<file path="src/rtl/mips_bus_arbiter.sv">
// mips_bus_arbiter
//   Two-master, one-slave arbiter for the CPU memory bus. Master 0 is the CPU
//   bus port, master 1 is the loader/DMA/debug port, and both share one RAM
//   slave. Ownership is round-robin. A grant is held until the slave finishes
//   the transfer. A watchdog abandons any transfer that the slave stalls for
//   too long.
//
//   Handshake: a master request (mN_read or mN_write) is the "valid" and
//   !mN_waitrequest is the "ready". A transfer completes in the cycle where the
//   owning master's strobe is high and its waitrequest is low. Read data is
//   valid to the master in that same cycle. A master must hold address, data,
//   byteenable and strobes stable while it is stalled. The slave side uses the
//   same rule with s_read/s_write and s_waitrequest.
//
// Ports
//   clk, reset            rising-edge clock, synchronous active-high reset
//   m0_*                  master 0 bus: address/read/write/writedata/byteenable
//                         in, waitrequest/readdata out
//   m1_*                  master 1 bus, same set as m0_*
//   s_*                   slave bus: address/read/write/writedata/byteenable
//                         out, waitrequest/readdata in
//   grant                 one-hot owner (bit0 = master 0, bit1 = master 1). It
//                         is decoded from the FSM state only, so it doubles as
//                         the state debug view (00 = IDLE).
//   timeout_err           sticky watchdog flag, cleared only by reset
//
// Parameters
//   TIMEOUT_CYCLES        stalled cycles allowed for one transfer before it is
//                         abandoned (>= 2)
module mips_bus_arbiter #(
  parameter int TIMEOUT_CYCLES = 1024
) (
  input  logic        clk,
  input  logic        reset,
  input  logic [31:0] m0_address,
  input  logic        m0_read,
  input  logic        m0_write,
  input  logic [31:0] m0_writedata,
  input  logic [3:0]  m0_byteenable,
  output logic        m0_waitrequest,
  output logic [31:0] m0_readdata,
  input  logic [31:0] m1_address,
  input  logic        m1_read,
  input  logic        m1_write,
  input  logic [31:0] m1_writedata,
  input  logic [3:0]  m1_byteenable,
  output logic        m1_waitrequest,
  output logic [31:0] m1_readdata,
  output logic [31:0] s_address,
  output logic        s_read,
  output logic        s_write,
  output logic [31:0] s_writedata,
  output logic [3:0]  s_byteenable,
  input  logic        s_waitrequest,
  input  logic [31:0] s_readdata,
  output logic [1:0]  grant,
  output logic        timeout_err
);

  // The counter only has to reach TIMEOUT_CYCLES-1.
  localparam int CW = $clog2(TIMEOUT_CYCLES);
  localparam logic [CW-1:0] CNT_LAST = CW'(TIMEOUT_CYCLES - 1);

  typedef enum logic [1:0] {
    IDLE = 2'd0,
    OWN0 = 2'd1,
    OWN1 = 2'd2
  } state_t;

  state_t        state_q, state_d;
  logic          last_q, last_d;    // index of the master served last
  logic [CW-1:0] cnt_q, cnt_d;      // consecutive stalled cycles of this grant
  logic          terr_q, terr_d;

  logic          req0, req1;
  logic          owning, sel1;
  logic [31:0]   own_address, own_writedata;
  logic [3:0]    own_byteenable;
  logic          own_read, own_write, own_req;
  logic          fire;
  logic          own_wait;
  logic [31:0]   own_rdata;

  assign req0 = m0_read | m0_write;
  assign req1 = m1_read | m1_write;

  assign sel1   = (state_q == OWN1);
  assign owning = (state_q == OWN0) || (state_q == OWN1);

  // Only the owner's signals are muxed here. Outside OWN1 this selects
  // master 0, but the slave strobes are gated off in IDLE, so nothing leaks.
  assign own_address    = sel1 ? m1_address    : m0_address;
  assign own_writedata  = sel1 ? m1_writedata  : m0_writedata;
  assign own_byteenable = sel1 ? m1_byteenable : m0_byteenable;
  assign own_read       = sel1 ? m1_read       : m0_read;
  assign own_write      = sel1 ? m1_write      : m0_write;
  assign own_req        = own_read | own_write;

  // The watchdog depends only on the counter and the slave, never on master
  // inputs. This keeps the "no master-to-master combinational path" property.
  assign fire = owning && s_waitrequest && (cnt_q == CNT_LAST);

  // On a watchdog abort the master is released with zero data.
  assign own_wait  = s_waitrequest & ~fire;
  assign own_rdata = fire ? 32'h0 : s_readdata;

  always_comb begin
    state_d        = state_q;
    last_d         = last_q;
    cnt_d          = cnt_q;
    terr_d         = terr_q;
    s_address      = '0;
    s_writedata    = '0;
    s_byteenable   = '0;
    s_read         = 1'b0;
    s_write        = 1'b0;
    m0_waitrequest = 1'b1;
    m1_waitrequest = 1'b1;
    m0_readdata    = '0;
    m1_readdata    = '0;

    case (state_q)
      IDLE: begin
        cnt_d = '0;
        if (req0 && req1) begin
          state_d = last_q ? OWN0 : OWN1;
        end else if (req0) begin
          state_d = OWN0;
        end else if (req1) begin
          state_d = OWN1;
        end
      end

      OWN0, OWN1: begin
        s_address    = own_address;
        s_writedata  = own_writedata;
        s_byteenable = own_byteenable;
        // Write wins when a master raises both strobes.
        s_write      = own_write & ~fire;
        s_read       = own_read & ~own_write & ~fire;

        if (sel1) begin
          m1_waitrequest = own_wait;
          m1_readdata    = own_rdata;
        end else begin
          m0_waitrequest = own_wait;
          m0_readdata    = own_rdata;
        end

        // The grant ends on any of three events: normal completion, the
        // master dropping its request (protocol violation, no error flag), or
        // a watchdog abort. All three return to IDLE, so the other master
        // gets its turn next.
        if (fire || !own_req || !s_waitrequest) begin
          state_d = IDLE;
          last_d  = sel1;
          cnt_d   = '0;
          terr_d  = terr_q | fire;
        end else begin
          cnt_d = cnt_q + 1'b1;
        end
      end

      default: begin
        state_d = IDLE;
        cnt_d   = '0;
      end
    endcase
  end

  always_ff @(posedge clk) begin
    if (reset) begin
      state_q <= IDLE;
      last_q  <= 1'b1;   // master 0 wins the first tie
      cnt_q   <= '0;
      terr_q  <= 1'b0;
    end else begin
      state_q <= state_d;
      last_q  <= last_d;
      cnt_q   <= cnt_d;
      terr_q  <= terr_d;
    end
  end

  assign grant       = {state_q == OWN1, state_q == OWN0};
  assign timeout_err = terr_q;

endmodule

</file>
<file path="config.mk">
export PLATFORM = sky130hd
export DESIGN_NAME = mips_bus_arbiter
export DESIGN_NICKNAME = d
export VERILOG_FILES = /design/src/rtl/mips_bus_arbiter.sv
export SDC_FILE = /design/constraint.sdc
export NUM_CORES = 1
export LEC_CHECK = 0
export CAP_MARGIN = 40
export CORE_AREA = 5 5 118 120
export CTS_CLUSTER_SIZE = 8
export DETAILED_ROUTE_END_ITERATION = 6
export DIE_AREA = 0 0 123 125
export PLACE_DENSITY = 0.69
export SETUP_SLACK_MARGIN = 0.15
export SYNTH_ARGS = -nofsm -noshare
export SYNTH_HDL_FRONTEND = slang
export SYNTH_SLANG_ARGS = --single-unit
</file>
<file path="constraint.sdc">
create_clock -name clk -period 3.5 [get_ports clk]
set_clock_uncertainty 0.2 [all_clocks]
set_input_delay 0.875 -clock clk [delete_from_list [all_inputs] [get_ports clk]]
set_output_delay 0.875 -clock clk [all_outputs]
set_load 0.01 [all_outputs]
</file>
# Yosys cells after proc, flatten, opt, wreduce, memory -nomap -nowiden
# Cells that the tools add are included.
[totals]
register_bits = 14
input_bits = 175
out_inout_bits = 139
word_cells = 59
[op_classes]
addsub = 1
eq_ne = 5
n_mux = 25
n_bitwise = 11
reduce_logical = 13
[op_table]
columns = ["operator", "count"]
rows = [
  ["$mux W32", 9],
  ["$add A10 B1 Y10 const B", 1],
  ["$eq A10 B10 Y1 const B", 1],
  ["$mux W2", 5],
  ["$mux W1", 8],
  ["$mux W4", 2],
  ["$and A1 B1 Y1", 4],
  ["$ne A4 B4 Y1 const B", 1],
  ["$or A1 B1 Y1", 4],
  ["$pmux W2 S2", 1],
  ["$reduce_and A2 Y1", 2],
  ["$logic_and A1 B1 Y1", 3],
  ["$logic_or A1 B1 Y1", 3],
  ["$not A1 Y1", 3],
  ["$reduce_or A3 Y1", 1],
  ["$eq A2 B1 Y1 const B", 1],
  ["$eq A2 B2 Y1 const B", 1],
  ["$logic_not A1 Y1", 2],
  ["$logic_not A2 Y1", 1],
  ["$ne A2 B2 Y1 const B", 1],
  ["$reduce_or A2 Y1", 1],
]

# Depth between registers and ports, before layout
[logic_depth]
depth_word = 8
depth_mapped = 8
depth_no_buf = 6

# Worst setup path before layout
# No wires, ideal clock.
[synth_timing]
path_kind = "in2out"
from = "in s_waitrequest"
to = "out m1_readdata[10]"
arrival_ns = 1.858
t_required_ns = 2.425
setup_slack_ns = 0.567
path_stages = 5
path_buffers = 1
path_cell_list = "nand4_1 > or3_4 > and3_4 > buf_6 > and2_1"
[synth_via]
elab_chain_cells = 5
[synth_lines]
columns = ["item", "line", "source"]
rows = [
  ["start: declaration", "54", "input logic s_waitrequest,"],
  ["$logic_and A1 B1 Y1 (2 in a row)", "101", "assign fire = owning && s_waitrequest && (cnt_q == CNT_LAST);"],
  ["$mux W32", "105", "assign own_rdata = fire ? 32'h0 : s_readdata;"],
  ["$mux W32", "142", "if (sel1) begin"],
  ["$mux W32", "122", "case (state_q)"],
  ["end: declaration", "48", "output logic [31:0] m1_readdata,"],
]
# Every way passes these cells.

# Worst setup path after layout
[layout_timing]
from = "in s_waitrequest"
to = "out m1_readdata[31]"
# Same word-level chain as after synthesis.

==> results.toml <==
[status]
outcome = "completed"

[clock_tree]
cts_root_buffer = "clkbuf_16"
cts_hold_repair.buffers = 0
clk_pin_slew_ps = 50
cts.path.max_buffers = 2
clock_sinks = 14
clk_latency_ps = 250
h-tree-depth = 1
cts_tree = "built"
numCtsBuffers = 3

[synth]
synth_area_um2 = 2460
synth_area_per_cell_um2 = 7.87
async_flop_share_pct = 0
synth.top_cell.area_share_pct = 29.3
syn_nets = 491
synth_area_leaders = "mux2i_1 29%, nor2b_1 18%, dfxtp_1 11%"
synth_edf_count = 0
yosys.cell_count.top_type = "mux2i_1"
postSynthCellCount = 312
synth_common_cells = "72 x mux2i_1, 69 x nor2b_1, 39 x and2_1, 23 x and2_4, 20 x nor2_1"
yosys.area.top_type = "mux2i_1"
ys.flop_type = "dfxtp_1"
synth_seq_cells = 14
synthDistinctLibCells = 32
ys.warnings.count = 0
yosysSeqAreaShare_pct = 11.4

[pwr]
ir_worst_vdd_uv = 188
total_power_uw = 2320
p_leak_uw = 0.00237
p_per_area_nw_per_um2 = 390

[global_routing]
grt_max_degree = 42
grt_overflow = 0
grt_first_pass_wirelength_mm = 19.5
grtUsageTotal_pct = 16.0
antenna_found_initial = 1
grt_pass1_vias = 3382

[route]
drt-pass1-iter-count = 4
first_iter_violations = 84
routed_wl_mm = 13.5
ant_nets = 0
wl_per_cell_um = 16.8
viasPerCell = 4.09
drc_errors = 0
vias = 3294

[hold_path]
min_path_type = "register to register"

[run]
max-cap-violations = 0

[placed_design]
port_buffers = 313
placed_area_um2 = 5810
gp_congestion = 0.923
dp_hpwl_mm = 10.8

[layout]
n_fill_cell = 1287
fin_area_um2 = 5940
syn_to_final_growth_pct = 142
drive_gt1_share_pct = 15.1
layout.nets = 809
diodes = 0
utilization_pct = 46.2

[timing]
rsz0062_at_grt = "true"
max_freq_mhz = 303
fin_crit_sh_pct = 94.3
tightest_slew_ps = 363
slew_headroom_pct = 75.8
finalSetupViolCount = 0
drv_slew = 0
hold_viol_final = 0
period_needed_ps = 3300

[die]
die_w_um = 123
std_cell_rows = 42
core_um2 = 12900
initial_utilization_pct = 19.1
die-height_um = 125
die_area_um2 = 15400
ioPinCount = 314

[critical_path]
cp-start-kind = "input port"
worstPathArrival_ps = 2230
cp_max_fo = 6
endpoint_kind = "output pin"
cp.required_ps = 2420
critPathKind = "input port to output pin"
-- cell type report --
type / instances / area (um^2) / share of cell area (%)
inverter: 7 / 26.3 / 0.442
timing repair buffer: 335 / 3230 / 54.4
sequential: 14 / 282 / 4.74
clock buffer: 4 / 88.8 / 1.50
tap: 176 / 220 / 3.71
multi-input combinational: 269 / 2090 / 35.2
-- state kept, by name, summed over array words and instances (netlist names) --
| name | cells |
|---|---|
| cnt_q | 10 |
| state_q | 2 |
| last_q | 1 |
| timeout_err | 1 |
-- layer usage --
layer / GRT usage, % / vias up / share of wire (%)
li1: - / 1660 / -
met5: 0 / - / 0.096
met2: 30.1 / 157 / 51
met3: 4.61 / 16 / 10
met1: 17.9 / 1459 / 37
met4: 2.93 / 2 / 1.5
-- kinds of logic (layout without fill, tap and decap cells) --
logic type | count (synthesis) | after routing | synth area share [%]
AND/OR/NAND/NOR | 174 | 177 | 44.7
multiplexers | 72 | 72 | 29.3
buffers and inverters | 32 | 346 | 6.52
flip-flops | 14 | 14 | 11.4
AO/OA/AOI/OAI | 8 | 8 | 3.16
XOR/XNOR | 8 | 8 | 2.85
adder cells (fa/ha/maj) | 4 | 4 | 2.04
-- cell usage in the layout (no fill, tap or decap), types with 3 or more instances in the layout --
cell type and instances:
dfxtp_1 13, buf_4 14, nand2_1 5, and2_4 24, and3_4 4, inv_1 6
buf_12 6, nand4_1 3, clkdlybuf4s50_1 244, clkbuf_16 3, buf_2 26, nand2b_1 4
xnor2_1 7, clkdlybuf4s15_1 4, buf_6 3, mux2i_1 72, nor2_1 19, nor2b_1 69
and2_1 39, dlygate4sd2_1 35
-- worst max-delay path, stage by stage --
cell and delay (ps):
clkdlybuf4s15_2 180, nand4_1 90, or3_4 390, and3_4 250, buf_6 130, and2_2 180, buf_6 120
-- stage by stage --
| stage | instances | hold slack [ps] | setup TNS [ps] | setup WS (ps) |
|---|---|---|---|---|
| 6_report | 805 | 251 | 0 | 199 |
| 5_1_grt | 805 | 279 | 0 | 149 |
| 4_1_cts | 805 | 256 | 0 | 135 |
| 3_5_place_dp | 786 | 250 | -24110 | -431 |
| 3_3_place_gp | 786 | 237 | -22820 | -403 |
| 2_1_floorplan | 312 | 230 | 0 | 567 |
-- report_power, final --
group	switching, uW	internal, uW
registers	8.80	171
clock network	69.9	173
logic	784	1110
total	863	1450
-- final timing paths --
path              cells after the start              end  slack, ps     startpoint
setup / recovery                      7  m1_readdata[31]        200  s_waitrequest
hold / removal                        2      timeout_err        250    timeout_err
hold reg to reg                       2      timeout_err        250    timeout_err
setup reg to reg                      7         cnt_q[4]       1180     state_q[0]
-- what timing repair did --
action,4_1_cts,5_1_grt
gates resized for setup,167,7
gates cloned,4,0
endpoints found under the setup margin,68,71
pin swaps,3,1
buffers inserted,11,0
Note: power is estimated with default switching activity, not from simulation.
